**src/rtl/ifetch.sv**
```systemverilog
// Instruction fetch unit: issues word reads to a synchronous instruction memory,
// buffers the returned words and presents the buffer head to decode.
module ifetch #(
    parameter logic [31:0] RESET_PC = 32'h0000_0000,
    parameter int          DEPTH    = 4
) (
    input  logic        i_clk,
    input  logic        i_rst_n,
    output logic        o_imem_req,
    output logic [31:0] o_imem_addr,
    input  logic [31:0] i_imem_data,
    input  logic        i_stall,
    input  logic        i_redirect,
    input  logic [31:0] i_redirect_pc,
    output logic [31:0] o_instr,
    output logic        o_imask,
    output logic [31:0] o_pc
);

    localparam int          PW  = $clog2(DEPTH);
    localparam int          CW  = PW + 1;
    localparam logic [31:0] NOP = 32'h0000_0013;

    logic [31:0]   fetch_pc;
    logic          inflight;
    logic [31:0]   inflight_pc;
    logic [CW-1:0] count;
    logic [PW-1:0] wr_ptr;
    logic [PW-1:0] rd_ptr;
    logic [31:0]   pc_mem    [DEPTH];
    logic [31:0]   instr_mem [DEPTH];

    logic          push;
    logic          pop;
    logic [CW:0]   occupancy;
    logic [31:0]   redirect_base;

    assign redirect_base = i_redirect_pc & ~32'h0000_0003;
    assign o_imask       = (count != '0);
    assign pop           = o_imask && !i_stall;
    assign push          = inflight && !i_redirect;

    // Slots already claimed after this cycle's pop; a request only goes out if
    // its response is guaranteed a free entry when it arrives.
    assign occupancy = {1'b0, count} + (CW+1)'(inflight) - (CW+1)'(pop);

    // NOTE: gating with i_rst_n keeps the request low for the whole time reset
    // is held, even though the reset state alone would already allow a request.
    assign o_imem_req  = i_rst_n && !i_redirect && (occupancy < (CW+1)'(DEPTH));
    assign o_imem_addr = fetch_pc;

    assign o_instr = o_imask ? instr_mem[rd_ptr] : NOP;
    assign o_pc    = o_imask ? pc_mem[rd_ptr]    : 32'h0000_0000;

    always_ff @(posedge i_clk or negedge i_rst_n) begin
        if (!i_rst_n) begin
            fetch_pc    <= RESET_PC;
            inflight    <= 1'b0;
            inflight_pc <= 32'h0000_0000;
            count       <= '0;
            wr_ptr      <= '0;
            rd_ptr      <= '0;
        end else if (i_redirect) begin
            fetch_pc <= redirect_base;
            inflight <= 1'b0;
            count    <= '0;
            wr_ptr   <= '0;
            rd_ptr   <= '0;
        end else begin
            inflight <= o_imem_req;
            if (o_imem_req) begin
                inflight_pc <= fetch_pc;
                fetch_pc    <= fetch_pc + 32'd4;
            end
            if (push) wr_ptr <= wr_ptr + PW'(1);
            if (pop)  rd_ptr <= rd_ptr + PW'(1);
            count <= count + CW'(push) - CW'(pop);
        end
    end

    // NOTE: buffer storage has no reset; count gates every read of it, so stale
    // contents are never visible and the arrays can map onto plain RAM/regfile.
    always_ff @(posedge i_clk) begin
        if (push) begin
            pc_mem[wr_ptr]    <= inflight_pc;
            instr_mem[wr_ptr] <= i_imem_data;
        end
    end

endmodule
```
**config.mk**
```make
export PLATFORM = sky130hd
export DESIGN_NAME = ifetch
export DESIGN_NICKNAME = d
export VERILOG_FILES = /design/src/rtl/ifetch.sv
export SDC_FILE = /design/constraint.sdc
export NUM_CORES = 1
export LEC_CHECK = 0
export CELL_PAD_IN_SITES_DETAIL_PLACEMENT = 1
export CELL_PAD_IN_SITES_GLOBAL_PLACEMENT = 2
export CORE_MARGIN = 5
export CORE_UTILIZATION = 42
export CTS_BUF_LIST = sky130_fd_sc_hd__clkbuf_4
export DETAILED_ROUTE_END_ITERATION = 8
export PLACE_DENSITY = 0.79
export REMOVE_ABC_BUFFERS = 1
export SETUP_SLACK_MARGIN = 0.3
export SYNTH_ARGS = -nofsm -noshare
export SYNTH_HDL_FRONTEND = slang
export SYNTH_SLANG_ARGS = --single-unit
```
**constraint.sdc**
```tcl
create_clock -name i_clk -period 4.95 [get_ports i_clk]
set_input_delay 1.485 -clock i_clk [delete_from_list [all_inputs] [get_ports i_clk]]
set_output_delay 1.485 -clock i_clk [all_outputs]
set_load 0.01 [all_outputs]
```
Yosys cells after proc, flatten, opt, wreduce, memory -nomap -nowiden
Memories as Yosys holds them, arrays and structs flattened.
Index checks and enable logic that the tools add are counted.

word-level totals
  register bits after elaboration = 72
  RAM bits = 256
  input bits = 68
  output and inout port bits = 98
  logic and storage cells = 40
  memories = 2

memory list
  name       words  bits a word  read ports  clocked after Yosys merged registers in  write ports  RTL line  text
  instr_mem  4      32           1           0                                        1            31        logic [31:0] instr_mem [DEPTH];
  pc_mem     4      32           1           0                                        1            30        logic [31:0] pc_mem [DEPTH];

cells by class
  add/sub/neg operators = 7
  $lt $le $gt $ge = 1
  multiplexer cells = 12
  bitwise operators = 1
  reduce and logical (&&, ||, !) cells = 11

operator list
  operator                                                               count
  32-bit 2-to-1 mux                                                      4
  32-bit by 3-bit adder with 32-bit output (second input constant)       1
  2-bit 2-to-1 mux                                                       4
  2-bit nonzero test                                                     3
  2-bit by 1-bit adder with 2-bit output (second input constant)         2
  3-bit by 1-bit adder with 4-bit output                                 1
  1-bit logical AND                                                      4
  4-bit by 3-bit < comparator with 1-bit output (second input constant)  1
  4-bit by 1-bit subtractor with 4-bit output                            1
  3-bit by 1-bit adder with 3-bit output                                 1
  1-bit 2-to-1 mux                                                       3
  3-bit 2-to-1 mux                                                       1
  3-bit nonzero test                                                     1
  3-bit by 1-bit subtractor with 3-bit output                            1
  1-bit zero test                                                        2
  2-bit AND reduction                                                    1
  1-bit inverter                                                         1

Depth between registers and ports, before layout
  depth in word-level cells = 7
  depth in mapped cells = 11
  depth with buffers taken out = 9

Worst setup path before layout
No wires, ideal clock.

  path kind = input -> output
  start = input i_stall
  end = output o_imem_req
  arrival = 3065 ps
  data required time = 3465 ps
  slack = 400 ps
  cell stages on the path = 9
  path buffers = 2
  cell sequence = nor2_1 > o21ai_0 > ha_1 > a41o_1 > a21oi_1 > o21ai_1 > buf_2 > a21boi_2 > buf_2

on the way
  longest elaborated chain between the ends = 5

ends and longest elaborated chain
  what                                           RTL line  text
  start, declared                                12        input logic i_stall,
  1-bit zero test                                40        assign pop = o_imask && !i_stall;
  1-bit logical AND                              40
  4-bit by 1-bit subtractor with 4-bit output    45        assign occupancy = {1'b0, count} + (CW+1)'(inflight) - (CW+1)'(pop);
  4-bit by 3-bit < comparator with 1-bit output  49        assign o_imem_req = i_rst_n && !i_redirect && (occupancy < (CW+1)'(DEPTH));
  1-bit logical AND                              49
  end, declared                                  9         output logic o_imem_req,

Every way passes these cells.

Worst setup path after layout
Ends and elaborated chain as after synthesis.

==> impl_metrics.tcl <==
set metrics [dict create \
    std_cell_rows 64 \
    final_nets 1033 \
    cp.arrival_ps 3010 \
    placedCellCount 1263 \
    drt_wl_total_mm 30.3 \
    synth_top_flop_cell "edfxtp_1" \
    clock.fmax_ghz 0.222 \
    die_w_um 185 \
    power_density_nw_per_um2 516 \
    max_slew_headroom_pct 40.0 \
    floorplan.initialDensity_pct 42.3 \
    worstSetupStartpointType "input pin" \
    synthesis.instances 725 \
    synth_adder_area_share_pct 0.930 \
    synth-compound-area-share_pct 3.16 \
    grt_antenna_before_repair 1 \
    gr-total-overflow 0 \
    min_delay_path_depth 0 \
    power.static_leakage_nw 5.54 \
    number_of_vias_per_cell 5.16 \
    clock_power_share_pct 28.7 \
    category_of_the_critical_setup_timing_path "in2out" \
    die_height_um 185 \
    fp.coreArea_um2 30500 \
    synth-warning-count 0 \
    min-delay-path-class "reg2reg" \
    drtPass1Iterations 4 \
    synth_top_family_by_area "multiplexers" \
    worst_slew_pin_slew_ps 894 \
    vdd.ir_drop.worst_mv 0.421 \
    synthSimpleGateAreaFrac_pct 6.62 \
    cts_tree "yes" \
    dominant_cell_type_by_area_after_synthesis "edfxtp_1" \
    power.switching_fraction_pct 29.4 \
    worstSkewPairLatency_ps 690 \
    cp-startpoint "i_stall" \
    reg2regPathDepth 10 \
    p_seq_share_pct 42.2 \
    h_tree_level_count 3 \
    result_of_the_run "complete, no violations" \
    rsz_0062_raised_after_global_routing "no" \
    post_synth_most_frequent_cells "248 x edfxtp_1, 68 x dfrtp_1, 62 x mux4_2" \
    pin_count_of_the_biggest_net_entering_global_routing 66 \
    timing.reg2reg.setup_slack_ps 2040 \
    floorplan.io_pins 166 \
    final_report_hold_violation_count 0 \
    clockRootBuffer "clkbuf_4" \
    largest_fanout_on_the_critical_path 2 \
    r2r_endpoint "o_imem_addr[19]" \
    met3WireLength_mm 1.63 \
    routed-via-count 7342 \
    critical_path_end_type "output port" \
    worst_setup_hold_path_clk_slew_ps 70 \
    hold_slack_ps 511 \
    fp.dieArea_um2 34400 \
    clock_path_buffers 3 \
    critical_path.endpoint "o_imem_req" \
    grt.total_usage_pct 18.2 \
    met2_length_mm 15.3 \
    grt_pass1_wl_mm 47.7 \
    total_power_w 0.00840 \
    area_growth_pct 26.1 \
    drtIter0Drc 304 \
    drcViolationCount 0 \
    post_route_cells_drive_above_1_share_pct 29.0 \
    finish.cell_count_without_fillers 1424 \
    synth_enable_flop_cells 248 \
    placement.io_buffers 159 \
    syn_area_um2 12900 \
    synth_cell_type_count 48 \
    required_ps 3460 \
    number_of_global_route_vias_before_repair 8288 \
    postSynth.asyncResetShare_pct 21.5 \
    ys_seq_area_share_pct 70.8 \
    finalCritPeriodShare_pct 90.8 \
    final_antenna_net_count 0 \
    p_int_w 0.00593 \
    topRoutingLayerUsed "met5" \
    numCtsBuffers 85 \
    ys_ff_latch 316 \
    synthesized_area_divided_by_synthesized_cell_count_um2 17.8 \
    final.setup_skew_ps 40.0 \
    final.setup.tns_ps 0 \
    clock_sink_count 316 \
    layout_setup_ws_ps 456 \
    final-setup-viol-count 0 \
    synth-xor-area-share_pct 2.24 \
    post_cts_hold_buffer_count 0 \
    critical_path.reg2reg.startpoint "count[0]" \
    avgRoutedWirePerCell_um 21.3 \
    place.detailed.hpwl_mm 18.5 \
    report.final.slew_viol_count 0 \
    synth_area_leaders "edfxtp_1 58%, dfrtp_1 13%, mux4_2 11%, mux2_2 3.5%, nor2b_1 3.0%" \
    synth.top_cell.area_share_pct 57.7 \
    wl_met1_mm 12.8 \
    antennaDiodeCount 0 \
    combinationalPowerShare_pct 29.2 \
    maxcap_violations 0 \
    total_switching_power_w 0.00247 \
    dpl_worst_slack_ps -382 \
    muxShareOfSynthArea_pct 14.4 \
    timing.final.crit_period_ps 4490 \
    globalplace.congestion 0.747 \
    synthMostInstantiatedCell "edfxtp_1" \
]
## timing repair
action | CTS | global route
hold endpoints to repair | 0 | 0
gates cloned | 0 | 0
setup endpoints to repair | 9 | 1
pin swaps | 5 | 4
setup buffers | 2 | 0
gates resized for setup | 9 | 2
## registers in the layout (all words and copies together), names as in the netlist
register and count:
wr_ptr 2, o_imem_addr 30, count 3, rd_ptr 2
inflight 1, instr_mem 128, pc_mem 120, inflight_pc 30
## final cells by class
class	instances	area [um2]
clock inverter	25	159
multi-input combinational	359	3580
fill	2896	14200
sequential	316	9160
timing repair buffer	184	1860
inverter	10	37.5
tap	396	495
clock buffer	134	1010
## worst max-delay path: stages
cell and delay, ps:
clkbuf_2 100, nor2_2 100, o21ai_1 80, ha_1 300, o211a_1 160, a21oi_2 60, or3b_4 400, a21boi_4 180
buf_6 130
## routing by layer
layer / track usage [%] / up-vias
met5: 0 / -
met3: 4.30 / 53
li1: - / 3324
met4: 5.75 / 2
met2: 30.5 / 221
met1: 23.6 / 3742
## power by group through the flow
stage / Combinational, W / Sequential [W] / Clock [W]
2_1_floorplan: 0.00127 / 0.00359 / 0
5_1_grt: 0.00266 / 0.00359 / 0.00266
6_report: 0.00245 / 0.00354 / 0.00241
3_5_place_dp: 0.00245 / 0.00363 / 0
3_3_place_gp: 0.00241 / 0.00360 / 0
4_1_cts: 0.00252 / 0.00355 / 0.00250
## through the flow
step	area, um2	util [%]
after floorplan	12700	-
after global placement	15100	49.5
after detailed placement	15100	49.5
after CTS	16300	53.4
after global routing	16300	53.4
final	16300	53.4
## logic make-up after synthesis
kind of cell / Yosys count
simple gates: 153
other cells: 1
compound gates: 57
mux: 103
flops: 316
buf+inv: 53
xor+xnor: 33
fa+ha+maj: 9
## placed cells by master, fill, tap and decap left out, types with 6 or more instances in the layout
cell type / n
nand2_1: 28
clkinv_1: 17
o21ai_0: 15
nand3_1: 13
mux4_2: 62
o21ai_1: 6
xor2_1: 9
clkdlybuf4s50_1: 155
dfrtp_1: 66
nor2b_1: 61
clkbuf_4: 134
edfxtp_1: 248
nor2_1: 12
inv_1: 10
xnor2_1: 24
nand4_1: 12
a211oi_1: 6
a21oi_1: 14
buf_4: 19
mux2_2: 40
ha_1: 8
buf_12: 6
## worst min path at each step
stage | startpoint | end | slack, ps
2_1_floorplan | inflight_pc[10] | pc_mem[0][10] | 470
3_3_place_gp | inflight_pc[29] | pc_mem[3][29] | 490
3_5_place_dp | inflight_pc[16] | pc_mem[3][16] | 500
4_1_cts | inflight_pc[21] | pc_mem[2][21] | 510
5_1_grt | inflight_pc[21] | pc_mem[1][21] | 540
6_report | inflight_pc[9] | pc_mem[0][9] | 510
Note: power is estimated with default switching activity, not from simulation.
